`config.mk`:
```
export PLATFORM = sky130hd
export DESIGN_NAME = pipe_ctrl
export DESIGN_NICKNAME = d
export VERILOG_FILES = /design/src/rtl/pipe_ctrl_pkg.sv /design/src/rtl/pipe_ctrl_hazard_scoreboard.sv /design/src/rtl/pipe_ctrl.sv
export SDC_FILE = /design/constraint.sdc
export NUM_CORES = 1
export LEC_CHECK = 0
export ABC_AREA = 1
export CAP_MARGIN = 30
export CELL_PAD_IN_SITES_DETAIL_PLACEMENT = 1
export CELL_PAD_IN_SITES_GLOBAL_PLACEMENT = 2
export CORE_MARGIN = 5
export CORE_UTILIZATION = 33
export CTS_BUF_LIST = sky130_fd_sc_hd__clkbuf_16
export CTS_CLUSTER_DIAMETER = 120
export DETAILED_ROUTE_END_ITERATION = 8
export PLACE_DENSITY = 0.95
export SLEW_MARGIN = 20
export SYNTH_ARGS = -nofsm -noshare
export SYNTH_HDL_FRONTEND = slang
export SYNTH_SLANG_ARGS = --single-unit
```
`constraint.sdc`:
```
create_clock -name clock -period 2.7 [get_ports clock]
set_input_delay 0.405 -clock clock [delete_from_list [all_inputs] [get_ports clock]]
set_output_delay 0.405 -clock clock [all_outputs]
set_load 0.005 [all_outputs]
```
`src/rtl/pipe_ctrl_pkg.sv`:
```
// Shared types for the pipeline controller: tag width, controller state
// encoding and the writeback-tracking entry held per in-flight stage.
package pipe_ctrl_pkg;

    localparam int TAG_W = 6;

    typedef logic [TAG_W-1:0] tag_t;

    typedef enum logic [1:0] {
        ST_RUN     = 2'd0,
        ST_STALL   = 2'd1,
        ST_MEMWAIT = 2'd2,
        ST_FLUSH   = 2'd3
    } state_t;

    typedef struct packed {
        logic valid;
        tag_t rd;
        logic is_load;
    } sb_entry_t;

    // A source only conflicts when it is actually read and is not the
    // hard-wired zero register.
    function automatic logic tag_hit(input tag_t src, input logic used, input tag_t rd);
        return used && (src != '0) && (src == rd);
    endfunction

endpackage

```
`src/rtl/pipe_ctrl_hazard_scoreboard.sv`:
```
// Writeback scoreboard: one entry per in-flight stage (entry 0 = EX,
// last entry = WB). Shifts on advance and flags ID read-after-write hazards.
// Build option PIPE_CTRL_FWD_EN: with forwarding only a load sitting in EX
// can hazard; without it every valid in-flight writer hazards.
module hazard_scoreboard
    import pipe_ctrl_pkg::*;
#(
    parameter int WB_DEPTH = 3
) (
    input  logic      clock,
    input  logic      reset,
    input  logic      advance,
    input  sb_entry_t push_entry,
    input  logic      id_valid,
    input  tag_t      id_rs,
    input  tag_t      id_rt,
    input  logic      id_rs_used,
    input  logic      id_rt_used,
    output logic      hazard
);

    sb_entry_t sb [WB_DEPTH];

    // Shift the in-flight writers one stage forward; the WB entry drops off.
    always_ff @(posedge clock or posedge reset) begin
        if (reset) begin
            for (int i = 0; i < WB_DEPTH; i++) begin
                sb[i] <= '0;
            end
        end else if (advance) begin
            sb[0] <= push_entry;
            for (int i = 1; i < WB_DEPTH; i++) begin
                sb[i] <= sb[i-1];
            end
        end
    end

    // Compare the ID sources against the tracked destinations.
    always_comb begin
        hazard = 1'b0;
`ifdef PIPE_CTRL_FWD_EN
        if (id_valid && sb[0].valid && sb[0].is_load &&
            (tag_hit(id_rs, id_rs_used, sb[0].rd) || tag_hit(id_rt, id_rt_used, sb[0].rd))) begin
            hazard = 1'b1;
        end
`else
        for (int i = 0; i < WB_DEPTH; i++) begin
            if (id_valid && sb[i].valid &&
                (tag_hit(id_rs, id_rs_used, sb[i].rd) || tag_hit(id_rt, id_rt_used, sb[i].rd))) begin
                hazard = 1'b1;
            end
        end
`endif
    end

endmodule

```
`src/rtl/pipe_ctrl.sv`:
```
// Pipeline stage-enable / flush controller with writeback hazard tracking,
// DMEM wait freeze, branch flush window and a saturating stall counter.
// Build option PIPE_CTRL_FWD_EN selects load-use-only hazards (forwarding).
//
//   state   | meaning
//   --------+-----------------------------------------------------------
//   RUN     | all stages advance
//   STALL   | hazard: hold IF/ID, bubble into EX, re-check every cycle
//   MEMWAIT | DMEM busy: everything frozen, resume_q holds where to return
//   FLUSH   | squash window after a taken branch, flush_cnt_q cycles left
module pipe_ctrl
    import pipe_ctrl_pkg::*;
#(
    parameter int WB_DEPTH     = 3,
    parameter int FLUSH_CYCLES = 2
) (
    input  logic             clock,
    input  logic             reset,
    input  logic             id_valid,
    input  logic             id_wb_en,
    input  logic [TAG_W-1:0] id_rs,
    input  logic [TAG_W-1:0] id_rt,
    input  logic [TAG_W-1:0] id_rd,
    input  logic             id_rs_used,
    input  logic             id_rt_used,
    input  logic             id_is_load,
    input  logic             ex_branch_taken,
    input  logic             mem_req,
    input  logic             mem_ready,
    output logic             if_en,
    output logic             id_en,
    output logic             ex_en,
    output logic             wb_en,
    output logic             id_flush,
    output logic             ex_flush,
    output logic [15:0]      stall_cnt
);

    // The branch cycle itself is the first flush cycle.
    localparam logic [7:0] FLUSH_INIT = 8'(FLUSH_CYCLES - 1);

    state_t     state_q, state_d;
    state_t     resume_q, resume_d;
    state_t     cur;
    logic [7:0] flush_cnt_q, flush_cnt_d;
    logic       hazard;
    logic       mem_wait;
    sb_entry_t  push_entry;

    assign mem_wait = mem_req & ~mem_ready;
    assign cur      = (state_q == ST_MEMWAIT) ? resume_q : state_q;

    // Stalled or flushed cycles feed a bubble into EX.
    always_comb begin
        push_entry         = '0;
        push_entry.valid   = id_valid & id_wb_en & ~ex_flush;
        push_entry.rd      = id_rd;
        push_entry.is_load = id_is_load;
    end

    hazard_scoreboard #(
        .WB_DEPTH (WB_DEPTH)
    ) u_sb (
        .clock      (clock),
        .reset      (reset),
        .advance    (ex_en),
        .push_entry (push_entry),
        .id_valid   (id_valid),
        .id_rs      (id_rs),
        .id_rt      (id_rt),
        .id_rs_used (id_rs_used),
        .id_rt_used (id_rt_used),
        .hazard     (hazard)
    );

    // Next-state and stage controls, highest-priority event first.
    always_comb begin
        if_en       = 1'b1;
        id_en       = 1'b1;
        ex_en       = 1'b1;
        wb_en       = 1'b1;
        id_flush    = 1'b0;
        ex_flush    = 1'b0;
        state_d     = ST_RUN;
        resume_d    = resume_q;
        flush_cnt_d = flush_cnt_q;
        if (reset) begin
            if_en    = 1'b0;
            id_en    = 1'b0;
            ex_en    = 1'b0;
            wb_en    = 1'b0;
            id_flush = 1'b1;
            ex_flush = 1'b1;
        end else if (mem_wait) begin
            if_en    = 1'b0;
            id_en    = 1'b0;
            ex_en    = 1'b0;
            wb_en    = 1'b0;
            state_d  = ST_MEMWAIT;
            resume_d = cur;
        end else if (cur == ST_FLUSH) begin
            // Branches seen here belong to already-squashed instructions.
            id_flush = 1'b1;
            ex_flush = 1'b1;
            if (flush_cnt_q <= 8'd1) begin
                state_d     = ST_RUN;
                flush_cnt_d = '0;
            end else begin
                state_d     = ST_FLUSH;
                flush_cnt_d = flush_cnt_q - 8'd1;
            end
        end else if (ex_branch_taken) begin
            // Any concurrent hazard is on a squashed instruction and is dropped.
            id_flush = 1'b1;
            ex_flush = 1'b1;
            if (FLUSH_INIT != 8'd0) begin
                state_d     = ST_FLUSH;
                flush_cnt_d = FLUSH_INIT;
            end else begin
                flush_cnt_d = '0;
            end
        end else if (hazard) begin
            if_en    = 1'b0;
            id_en    = 1'b0;
            ex_flush = 1'b1;
            state_d  = ST_STALL;
        end
    end

    // Controller state registers.
    always_ff @(posedge clock or posedge reset) begin
        if (reset) begin
            state_q     <= ST_RUN;
            resume_q    <= ST_RUN;
            flush_cnt_q <= '0;
        end else begin
            state_q     <= state_d;
            resume_q    <= resume_d;
            flush_cnt_q <= flush_cnt_d;
        end
    end

    // Count fetch-stalled cycles, sticking at all-ones.
    always_ff @(posedge clock or posedge reset) begin
        if (reset) begin
            stall_cnt <= '0;
        end else if (!if_en && (stall_cnt != 16'hFFFF)) begin
            stall_cnt <= stall_cnt + 16'd1;
        end
    end

endmodule

```
# --- Word level (Yosys, flattened, before mapping) ---
# Cells that the tools add are included.
totals:
  reg_bits: 49
  input_bits: 28
  wordCells: 82
classes:
  add_sub_neg: 2
  magnitude_cmp: 1
  eq_ne: 9
  n_mux: 29
  bitwise_logic: 7
  reduce_logical: 24
op_table:
  columns: ["op", "n"]
  rows:
  - ["6-bit equality test", 6]
  - ["8-bit two-way mux", 3]
  - ["1-bit two-way mux", 20]
  - ["16-bit by 1-bit adder with 16-bit output, second input constant", 1]
  - ["16-bit inequality test, second input constant", 1]
  - ["1-bit logical AND", 15]
  - ["2-bit two-way mux", 6]
  - ["6-bit nonzero test", 2]
  - ["8-bit by 1-bit less-or-equal comparator with 1-bit output, second input constant", 1]
  - ["8-bit by 1-bit subtractor with 8-bit output, second input constant", 1]
  - ["2-bit equality test, second input constant", 2]
  - ["1-bit inverter", 4]
  - ["1-bit AND", 3]
  - ["1-bit logical OR", 3]
  - ["3-bit AND reduction", 1]
  - ["2-bit AND reduction", 1]
  - ["2-bit nonzero test", 1]
  - ["1-bit logical NOT", 1]

# --- Logic depth before layout (Yosys ltp) ---
# Gate-level depths: netlist (run 1).
depth:
  ltp_word: 15
  mapped_depth: 15

# --- Cells and area by module ---
# A second synthesis (run 1) with hierarchy kept.
unflattened:
  hier_cells: 448
  hier_area_um2: 3168.0
modules_own_cells:
  columns: ["mod", "n_inst", "cells_each", "area_each_um2"]
  rows:
  - ["pipe_ctrl", 1, 252, 1789.2]
  - ["hazard_scoreboard", 1, 196, 1378.8]

# --- Worst setup path after synthesis (run 1) ---
# No wires, ideal clock.
synth_path:
  path_kind: "in2out"
  startpoint: "in reset"
  endpoint: "out ex_flush"
  t_arrival_ns: 1.629
  setup_slack_ns: 0.666
  path_stages: 2
  path_buffers: 0
  path_cell_list: "inv_1 nand2_1"
synth_between:
  elab_chain_cells: 1
synth_rtl:
  columns: ["element", "line_no", "text"]
  rows:
  - ["from (decl)", "pipe_ctrl.sv:18", "input logic reset,"]
  - ["1-bit two-way mux", "pipe_ctrl.sv:87", "if (reset) begin"]
  - ["to (decl)", "pipe_ctrl.sv:35", "output logic ex_flush,"]
# Every way passes these cells.

# --- Worst setup path after layout (run 1) ---
layout_path:
  startpoint: "in id_rs[3]"
  endpoint: "out ex_flush"
layout_between:
  elab_chain_cells: 13
  elab_cells_between_ends: 22
layout_rtl:
  columns: ["element", "line_no", "text"]
  rows:
  - ["from (decl)", "pipe_ctrl.sv:21", "input logic [TAG_W-1:0] id_rs,"]
  - ["6-bit nonzero test", "pipe_ctrl_pkg.sv:25", "return used && (src != '0) && (src == rd);"]
  - ["1-bit logical AND (2 in a row)", "pipe_ctrl_pkg.sv:25", null]
  - ["1-bit logical OR", "pipe_ctrl_hazard_scoreboard.sv:49", "(tag_hit(id_rs, id_rs_used, sb[i].rd) || tag_hit(id_rt, id_rt_used, sb[i].rd))) begin"]
  - ["1-bit logical AND", "pipe_ctrl_hazard_scoreboard.sv:48", "if (id_valid && sb[i].valid &&"]
  - ["1-bit two-way mux (2 in a row)", "pipe_ctrl_hazard_scoreboard.sv:48", null]
  - ["1-bit two-way mux *", "pipe_ctrl_hazard_scoreboard.sv:48", null]
  - ["1-bit two-way mux *", "pipe_ctrl.sv:122", "end else if (hazard) begin"]
  - ["1-bit two-way mux *", "pipe_ctrl.sv:112", "end else if (ex_branch_taken) begin"]
  - ["1-bit two-way mux *", "pipe_ctrl.sv:101", "end else if (cur == ST_FLUSH) begin"]
  - ["1-bit two-way mux *", "pipe_ctrl.sv:94", "end else if (mem_wait) begin"]
  - ["1-bit two-way mux *", "pipe_ctrl.sv:87", null]
# Every way passes the cells marked *; elsewhere a longest branch is shown, timed or not.

==> results of run 1 <==
## power groups by stage
| stage | logic [W] | clock network (W) | registers, W |
|---|---|---|---|
| final | 0.000635 | 0.000705 | 0.00100 |
| after detailed placement | 0.000646 | 0 | 0.00102 |
| after global placement | 0.000621 | 0 | 0.00101 |
| after CTS | 0.000649 | 0.000730 | 0.00101 |
| after floorplan | 0.000408 | 0 | 0.000984 |
| after global routing | 0.000721 | 0.000757 | 0.00103 |
## registers in the layout, indices dropped and copies added (netlist names)
name	flops
resume_q	2
flush_cnt_q	8
stall_cnt	16
state_q	2
u_sb.sb	21
## synth_stat cells
library cell	n
nand4_2	1
a21oi_1	10
nand3_1	33
o41ai_1	1
o21ai_1	1
nand2_1	131
o22ai_1	2
inv_1	57
buf_6	1
nor2_1	30
nand2_4	2
o21ai_0	24
dfrtp_1	49
xnor2_1	24
buf_4	3
nand4_1	6
nor3_2	1
clkbuf_1	4
inv_2	1
a21oi_2	1
nor3_1	2
xor2_1	14
nand2_2	2
o21a_1	1
or2_0	2
nand3_2	2
buf_2	1
o211ai_1	2
nor4_1	1
ha_1	3
nor2_2	5
## worst max-delay path, delay by kind of cell
kind,cells,cell delay [ns]
buffers and inverters,3,0.84
AOI/OAI and AO/OA,1,0.16
and+or+nand+nor,8,0.73
## worst min path at each step
stage / to / slack (ns)
after floorplan: u_sb.sb[7] / 0.44
after global placement: u_sb.sb[7] / 0.46
after detailed placement: u_sb.sb[7] / 0.48
after CTS: u_sb.sb[7] / 0.50
after global routing: u_sb.sb[7] / 0.53
final: u_sb.sb[7] / 0.49
## per-layer routing
metal	vias up	share of wire, %	track usage (%)
li1	1409	-	-
met1	1325	45	17.3
met2	34	51	28.0
met3	7	2.6	2.73
met4	0	0.86	2.87
met5	-	0	0
## logic make-up (layout without fill, tap and decap cells)
kind of cell | Yosys count | in the layout | synth area share [%]
buf+inv | 67 | 123 | 8.93
fa+ha+maj | 3 | 3 | 1.23
xor+xnor | 38 | 38 | 10.9
simple gates | 218 | 218 | 31.1
compound gates | 42 | 42 | 7.49
flops | 49 | 49 | 40.3
## metrics by stage
stage / power [W] / instance area [sq um] / TNS [ns] / setup WS, ns / hold WS [ns]
floorplan: 0.00139 / 3040 / 0 / 0.666 / 0.442
global placement: 0.00163 / 3670 / -0.204 / -0.0979 / 0.459
detailed placement: 0.00166 / 3670 / -0.299 / -0.112 / 0.481
CTS: 0.00239 / 3820 / 0 / 0.116 / 0.497
global route: 0.00251 / 3830 / 0 / 0.00458 / 0.534
finish: 0.00234 / 3830 / 0 / 0.143 / 0.488
## timing repair
action,in CTS,in global routing
resized for setup,12,3
cloned,0,0
endpoints found under the hold margin,0,0
setup endpoints to repair,3,3
## layout make-up
class                           count  area (sq um)  area share, %
Multi-Input combinational cell    301          1550           40.3
Clock buffer                        5           125           3.27
Tap cell                          111           139           3.63
Clock inverter                      3          41.3           1.08
Sequential cell                    49          1230           32.0
Inverter                           58           218           5.68
Timing Repair Buffer               57           536           14.0
==> results.txt, run 1 <==
routed vias/inst = 4.75
Placement Rows = 35
Netlist Area Pre-Place = 0.00304 sq mm
Synth area leaders = dfrtp_1, nand2_1, inv_1
CP arrival = 2.15 ns
DP HPWL = 6.13 mm
number of global-route vias before repair = 3038
HP Start = u_sb.sb[7]
Critical Path End = ex_flush
#FFs+latches synth = 49
Reg2Reg Depth = 9
number of H-tree levels = 2
Synth Instances = 417
Post-Route WL = 7.89 mm
most frequent cells in the layout = nand2_1, inv_1, dfrtp_1
worst endpoint required time = 2.30 ns
max-cap viol count = 0
leading area contributor after synthesis = dfrtp_1
Sw Share = 31.9%
Die W = 106 um
Worst R2R End = stall_cnt[0]
fmax = 0.391 GHz
clock network fraction of total power = 30.1%
Num CTS Buffers = 5
Mapped Nets = 448
Worst-path clk slew = 0.06 ns
CP dominant cell by count = nand2_1
Root Driver = clkbuf_16
top-area cell type share of the netlist area = 40.3%
Critical Path, Cell by Cell = dlygate4sd2_1, or2_0, a21oi_1, nand3_1, nand2_1, nand2_1, nand3_2, nand2_1, nand2_1, inv_1, nand2_1, clkdlybuf4s50_1
Max VDD drop = 299 uV
DRT iter0 DRCs = 41
Antenna Nets Post-Route = 0
status = completed
I/O pin count = 50
largest net degree at the start of global routing = 27
Initial DRT Pass Iterations = 4
final core utilization = 42.0%
Final Non-Filler Cells = 584
height of the die = 106 um
DP Cell Count = 576
core box area = 0.00911 sq mm
Initial Util = 33.4%
Avg Inst Size Synth = 7.29 sq um
crit path launch type = input port
RePlAce Congestion = 0.810
initial antenna violation count = 0
Via Count = 2775
WL per Instance = 13.5 um
Port Buffer Count = 48
Worst-Margin Slew = 0.641 ns
HP Class = reg -> reg
register-to-register setup slack = 0.71 ns
# setup viols final = 0
Crit path largest cell delay = 0.49 ns
area added between synthesis and finish = 26.0%
Worst Setup SP = id_rs[3]
Tmin final = 2.56 ns
CP Class = in -> out
layout cells sized above 1 = 6.98%
Clock Tree Buf Depth = 2
Remaining Overflow, GRT = 0
Pleak = 1.92 nW
gr usage total = 14.7%
Clk Latency, worst-skew pair = 0.29 ns
most common cell after layout, fill and taps aside = nand2_1
crit share post-route = 94.7%
register share of total power = 42.8%
Clock Skews = 0.0134 ns
P per Cell Area = 612 mW/mm^2
Post-CTS Setup Inserts = 0
Yosys cell types = 31
Slowest-stage cell, CP = clkdlybuf4s50_1
die area = 0.0112 sq mm
hold_buf cts = 0
final net count = 503
Synth warnings = 0
critical-path maximum fanout = 5
Inserted Diodes = 0
R2R Path Start = stall_cnt[0]
number of clock sinks = 49
endpoints failing hold = 0
Internal = 0.00160 W
sequential share of the synthesized area = 40.3%
Remaining DRCs = 0
first-pass GRT wire length = 13.7 mm
fillers = 1165
switching power = 0.000747 W
Hold Path Stages = 2
crit path capture type = output pin
CTS tree = yes
max-slew violation count = 0
RSZ-0062 raised after global routing = no
Rel. slew slack = 56.8%
Comb pwr share = 27.1%
Power figures use the tool's default switching activity.
==> inputs of run 2 (changes only) <==
Settings changed: GPL_ROUTABILITY_DRIVEN from default to 1.
==> results of run 2 <==
Same layout as run 1: the final DEF is identical, and so are final timing and power.
